===== config.mk =====
export PLATFORM = sky130hd
export DESIGN_NAME = muldiv_sequencer
export DESIGN_NICKNAME = d
export VERILOG_FILES = /design/src/rtl/muldiv_sequencer_pkg.sv /design/src/rtl/muldiv_datapath.sv /design/src/rtl/muldiv_sequencer.sv
export SDC_FILE = /design/constraint.sdc
export NUM_CORES = 1
export LEC_CHECK = 0
export CORE_MARGIN = 3
export CORE_UTILIZATION = 60
export CTS_CLUSTER_DIAMETER = 200
export CTS_CLUSTER_SIZE = 20
export DETAILED_ROUTE_END_ITERATION = 10
export PLACE_DENSITY = 0.95
export SETUP_SLACK_MARGIN = 0.2
export SKIP_LAST_GASP = 1
export SYNTH_ARGS = -nofsm -noshare
export SYNTH_HDL_FRONTEND = slang
export SYNTH_SLANG_ARGS = --single-unit
export TNS_END_PERCENT = 1

===== constraint.sdc =====
create_clock -name clk -period 8.5 [get_ports clk]
set_input_delay 1.275 -clock clk [delete_from_list [all_inputs] [get_ports clk]]
set_output_delay 1.275 -clock clk [all_outputs]
set_load 0.01 [all_outputs]

===== src/rtl/muldiv_sequencer_pkg.sv =====
// Shared encodings for the EX-stage multiply/divide sequencer: ALU control
// codes and the sequencer state type.
package muldiv_sequencer_pkg;

    localparam logic [3:0] ALUC_AND = 4'b0000;
    localparam logic [3:0] ALUC_OR  = 4'b0001;
    localparam logic [3:0] ALUC_ADD = 4'b0010;
    localparam logic [3:0] ALUC_MUL = 4'b0011;
    localparam logic [3:0] ALUC_DIV = 4'b0100;
    localparam logic [3:0] ALUC_SUB = 4'b0110;
    localparam logic [3:0] ALUC_SLT = 4'b0111;
    localparam logic [3:0] ALUC_NOR = 4'b1100;
    localparam logic [3:0] ALUC_SLL = 4'b1110;
    localparam logic [3:0] ALUC_SRL = 4'b1111;

    typedef enum logic [1:0] {
        IDLE = 2'd0,
        MUL  = 2'd1,
        DIV  = 2'd2
    } state_t;

    function automatic logic is_muldiv(input logic [3:0] code);
        return (code == ALUC_MUL) || (code == ALUC_DIV);
    endfunction

endpackage


===== src/rtl/muldiv_datapath.sv =====
// Iterative multiply/divide working registers: one shift-add or one
// restoring-division step per enabled cycle; exposes the post-step value.
module muldiv_datapath #(
    parameter int WIDTH = 32
) (
    input  logic             clk,
    input  logic             rst_n,
    input  logic             load,
    input  logic             load_div,
    input  logic             step,
    input  logic             step_div,
    input  logic [WIDTH-1:0] op_a,
    input  logic [WIDTH-1:0] op_b,
    output logic [WIDTH-1:0] next_hi,
    output logic [WIDTH-1:0] next_lo
);

    // upper: partial product / partial remainder
    // lower: multiplier shifting out / dividend shifting out, quotient shifting in
    // bop:   multiplicand / divisor
    logic [WIDTH-1:0] upper_q;
    logic [WIDTH-1:0] lower_q;
    logic [WIDTH-1:0] bop_q;

    logic [WIDTH-1:0] addend;
    logic [WIDTH:0]   mul_sum;
    logic [WIDTH:0]   div_shift;
    logic [WIDTH:0]   div_diff;
    logic             div_ge;

    always_comb begin
        addend    = lower_q[0] ? bop_q : {WIDTH{1'b0}};
        mul_sum   = {1'b0, upper_q} + {1'b0, addend};
        div_shift = {upper_q, lower_q[WIDTH-1]};
        div_diff  = div_shift - {1'b0, bop_q};
        // The shifted remainder is always below 2*divisor, so the borrow bit
        // alone tells whether the trial subtraction succeeded.
        div_ge    = ~div_diff[WIDTH];
        if (step_div) begin
            next_hi = div_ge ? div_diff[WIDTH-1:0] : div_shift[WIDTH-1:0];
            next_lo = {lower_q[WIDTH-2:0], div_ge};
        end else begin
            next_hi = mul_sum[WIDTH:1];
            next_lo = {mul_sum[0], lower_q[WIDTH-1:1]};
        end
    end

    always_ff @(posedge clk) begin
        if (!rst_n) begin
            upper_q <= '0;
            lower_q <= '0;
            bop_q   <= '0;
        end else if (load) begin
            upper_q <= '0;
            lower_q <= load_div ? op_a : op_b;
            bop_q   <= load_div ? op_b : op_a;
        end else if (step) begin
            upper_q <= next_hi;
            lower_q <= next_lo;
        end
    end

endmodule


===== src/rtl/muldiv_sequencer.sv =====
// Multi-cycle MIPS mul/div sequencer: accepts one op from EX, stalls the
// pipeline while the datapath iterates, and writes HI/LO on completion.
module muldiv_sequencer
    import muldiv_sequencer_pkg::*;
#(
    parameter int WIDTH = 32,
    parameter int CNT_W = 6
) (
    input  logic             clk,
    input  logic             rst_n,
    input  logic             start,
    input  logic [3:0]       ALU_control,
    input  logic [WIDTH-1:0] op_a,
    input  logic [WIDTH-1:0] op_b,
    input  logic             flush,
    output logic             busy,
    output logic             stall,
    output logic             done,
    output logic             div_by_zero,
    output logic [WIDTH-1:0] hi,
    output logic [WIDTH-1:0] lo,
    output state_t           state_dbg
);

    // Handshake: an op is taken on any rising edge in IDLE with start=1,
    // flush=0 and a mul/div code; stall holds the issuer from that same cycle
    // until done, and done is a one-cycle pulse on the HI/LO update.

    localparam logic [CNT_W-1:0] LAST_CNT = CNT_W'(WIDTH - 1);

    state_t           state;
    state_t           state_nx;
    logic [CNT_W-1:0] counter;
    logic             accept;
    logic             dz_accept;
    logic             load;
    logic             step;
    logic             last;
    logic             complete;
    logic [WIDTH-1:0] dp_hi;
    logic [WIDTH-1:0] dp_lo;

    assign busy      = (state != IDLE);
    assign state_dbg = state;
    assign accept    = (state == IDLE) && start && !flush && is_muldiv(ALU_control);
    assign dz_accept = accept && (ALU_control == ALUC_DIV) && (op_b == '0);
    assign load      = accept && !dz_accept;
    assign stall     = busy || accept;
    assign step      = busy && !flush;
    assign last      = (counter == LAST_CNT);
    assign complete  = step && last;

    always_comb begin
        state_nx = state;
        if (flush) begin
            state_nx = IDLE;
        end else begin
            case (state)
                IDLE: if (load) state_nx = (ALU_control == ALUC_DIV) ? DIV : MUL;
                MUL,
                DIV:  if (last) state_nx = IDLE;
                default: state_nx = IDLE;
            endcase
        end
    end

    always_ff @(posedge clk) begin
        if (!rst_n) begin
            state       <= IDLE;
            counter     <= '0;
            hi          <= '0;
            lo          <= '0;
            done        <= 1'b0;
            div_by_zero <= 1'b0;
        end else begin
            state <= state_nx;
            done  <= 1'b0;
            if (flush) begin
                counter <= '0;
            end else if (step) begin
                counter <= last ? '0 : counter + CNT_W'(1);
            end
            // A zero divisor completes on its acceptance edge without iterating.
            if (complete) begin
                hi          <= dp_hi;
                lo          <= dp_lo;
                done        <= 1'b1;
                div_by_zero <= 1'b0;
            end else if (dz_accept) begin
                hi          <= op_a;
                lo          <= '1;
                done        <= 1'b1;
                div_by_zero <= 1'b1;
            end
        end
    end

    muldiv_datapath #(
        .WIDTH(WIDTH)
    ) u_datapath (
        .clk      (clk),
        .rst_n    (rst_n),
        .load     (load),
        .load_div (ALU_control == ALUC_DIV),
        .step     (step),
        .step_div (state == DIV),
        .op_a     (op_a),
        .op_b     (op_b),
        .next_hi  (dp_hi),
        .next_lo  (dp_lo)
    );

endmodule


==> reports/qor.csv <==
stage;metric;value;unit
yosys;synthesized instance count;1566;
clock_network;Clock transition at path regs;80;ps
final_layout;Layout area overhead;17.8;%
drt;via/cell ratio;6.68;
floorplanning;initial core utilization;61.9;%
clock_network;clk buf depth;2;
final_layout;Diodes inserted;0;
drt;# DRC;0;
yosys;Seq/Total Area, Yosys;29.0;%
sta;Tcrit/Tclk final;54.6;%
pwr;VDD IR max;0.127;mV
yosys;count of different cell masters after synthesis;70;
yosys;post-synth top area share;29.0;%
grt;largest net degree at the start of global routing;107;
final_layout;Util after Layout;72.9;%
worst_setup_path;Critical Path Sink Type;register;
placed_design;PortBufs;141;
floorplanning;Die Footprint;0.0213;sq mm
floorplanning;core outline area;0.0190;sq mm
clock_network;worst-skew pair later-pin latency;430;ps
yosys;mapped cell area;0.0117;sq mm
final_layout;non-filler cells, final;1908;
sta;Setup violations, final;0;
drt;Total Wirelength;39600;um
sta;relative slew slack;25.1;%
job;max_cap viols;0;
yosys;Synth Flop Type;dfxtp_1;
grt;M3 GR Usage;7.66;%
sta;hold_ws;519;ps
sta;Fin. Hold Viols;0;
worst_setup_path;Req. time, crit path;8880;ps
pwr;pwr/cell area;137;mW/mm^2
yosys;EDFF count, synth;0;
clock_network;CTS tree;done;
grt;Total GRT Usage;35.8;%
grt;GRT overflow;0;
sta;setup TNS;0;ps
floorplanning;Die Y;146;um
sta;Worst Tran Pin Value;1120;ps
worst_setup_path;crit path launch type;primary input;
final_layout;number of fillers in the final layout;1313;
clock_network;PostCTS Resize Cnt;0;
final_layout;proportion of layout cells with a drive suffix above 1;6.07;%
grt;first-pass GRT wire length;63000;um
grt;M1 GR Usage;47.3;%
drt;Initial DRT Pass Iterations;6;
yosys;Synth async-reset ratio;0;%
clock_network;hold buffers post-CTS;0;
grt;vias in the first global route;11986;
placed_design;RePlAce Congestion;0.956;
clock_network;H-tree level count;4;
placed_design;Placed Area;0.0132;sq mm
worst_setup_path;worst-path maximum fanout;66;
grt;GRT busiest layer;met2;
yosys;Syn Area/Cell;7.49;sq um
placed_design;Final HPWL DP;27800;um
yosys;Yosys reg bits;170;
sta;Period minus WS final;4640;ps
clock_network;Num CTS Buffers;17;
grt;met2 Use GR;56.5;%
clock_network;CTS sink count;170;
drt;total number of vias;12743;
yosys;largest cells by area after synthesis;dfxtp_1 (29%), nand2_1 (7.3%), ha_1 (7.1%);
worst_setup_path;Worst EP arrival;5020;ps
drt;Antenna Nets Post-Route;0;
floorplanning;Ports;142;
worst_setup_path;CP Class;primary input to register;
drt;post-DR wirelength/cell;20.8;um
placed_design;pre-CTS setup slack;3550;ps
pwr;Total Power;1.89;mW
grt;antenna violations before repair;0;
sta;Max Clk Rate;215;MHz
final_layout;Final Cell Area;0.0138;sq mm
clock_network;post-CTS setup buffers;0;
yosys;Yosys warning count;0;
clock_network;clk root buf;clkbuf_16;
final_layout;Nets;1776;
status;status;finished, final reports clean;
yosys;post-synth top area cell;dfxtp_1;
sta;Final Skew;12.8;ps
sta;Worst Setup Slack, final;3860;ps
drt;initial DRC count;1998;
pwr;Leakage;5.36;nW
yosys;Syn Nets;1707;
min_path;Hold WC Path Type;register to register;
floorplanning;die width;146;um
sta;RSZ-0062 raised after global routing;false;
sta;Final Max Tran Viols;0;
placed_design;dpl cells;1876;
floorplanning;FP Rows;50;
## final timing paths
check                               from                     to  slack, ps  cells after the start
setup / recovery          ALU_control[0]  u_datapath.upper_q[3]       3860                     12
hold / removal               div_by_zero            div_by_zero        520                      2
hold reg to reg              div_by_zero            div_by_zero        520                      2
setup reg to reg  u_datapath.lower_q[31]                  hi[4]       3930                     14
## kinds of logic after synthesis
| kind of cell | share of synthesized area [%] |
|---|---|
| AOI/OAI and AO/OA | 26.4 |
| muxes | 6.61 |
| adders and majority gates | 7.48 |
| buffers and inverters | 5.04 |
| and+or+nand+nor | 21.1 |
| xor gates and xnor gates | 4.39 |
| DFF | 29.0 |
## state kept, by name, summed over array words and instances (netlist names)
register and flops:
counter 6, div_by_zero 1, done 1, hi 32, lo 32, state_dbg 2, u_datapath.bop_q 32, u_datapath.lower_q 32
u_datapath.upper_q 32
## layout make-up
class | instances | area (sq um) | share of cell area, %
flip-flops and latches | 170 | 3400 | 24.6
clock buffers | 18 | 439 | 3.18
repair buffers | 156 | 1520 | 11.0
multi-input cells | 1242 | 7800 | 56.4
clock inverters | 14 | 149 | 1.08
well taps | 260 | 325 | 2.35
inverters | 48 | 180 | 1.30
## synthesized netlist by cell type, types with 29 or more instances
master and n:
nand2_1 227, dfxtp_1 170, a21oi_1 162, nor2_1 160, o21ai_0 112, clkbuf_1 100
ha_1 67, and2_1 50, inv_1 47, mux2i_1 46, a221oi_1 35, xnor2_1 35
a311oi_1 33, nand3_1 29
## placed cells by master (no fill, tap or decap), types with 7 or more instances in the layout
cell	n
ha_1	66
nor4_1	10
a21o_1	24
mux2i_1	46
o211ai_1	10
a31oi_1	10
and2_1	50
a21oi_1	162
nor2b_1	8
xor2_1	22
nand2b_1	7
mux2_2	28
nand3_1	28
buf_4	15
nor2_1	158
o21a_1	7
a211oi_1	25
o21ai_0	112
nand2_1	227
a221oi_1	35
clkdlybuf4s50_1	141
and3_1	10
o221ai_1	13
a311oi_1	33
nand4_1	12
dfxtp_1	170
clkbuf_16	17
inv_1	47
nor3_1	21
xnor2_1	35
## routing by layer
layer	share of wire (%)	wire length (um)
met1	39	15400
met2	44	17500
met3	12	4950
met4	4.5	1790
met5	0	0
## power by group
part,total [mW],internal (mW),switching [mW]
registers,0.810,0.802,0.00784
logic,0.298,0.127,0.171
clock network,0.781,0.402,0.378
## worst max-delay path: stages
cell,delay [ps]
clkdlybuf4s50_1,440
nand2b_1,210
or3_2,420
buf_4,350
nor3_1,220
nand3_1,170
or3_2,510
nand3_2,100
buf_4,550
nand2_1,250
a2111oi_0,360
a31o_1,140
(Power assumes the default switching activity.)
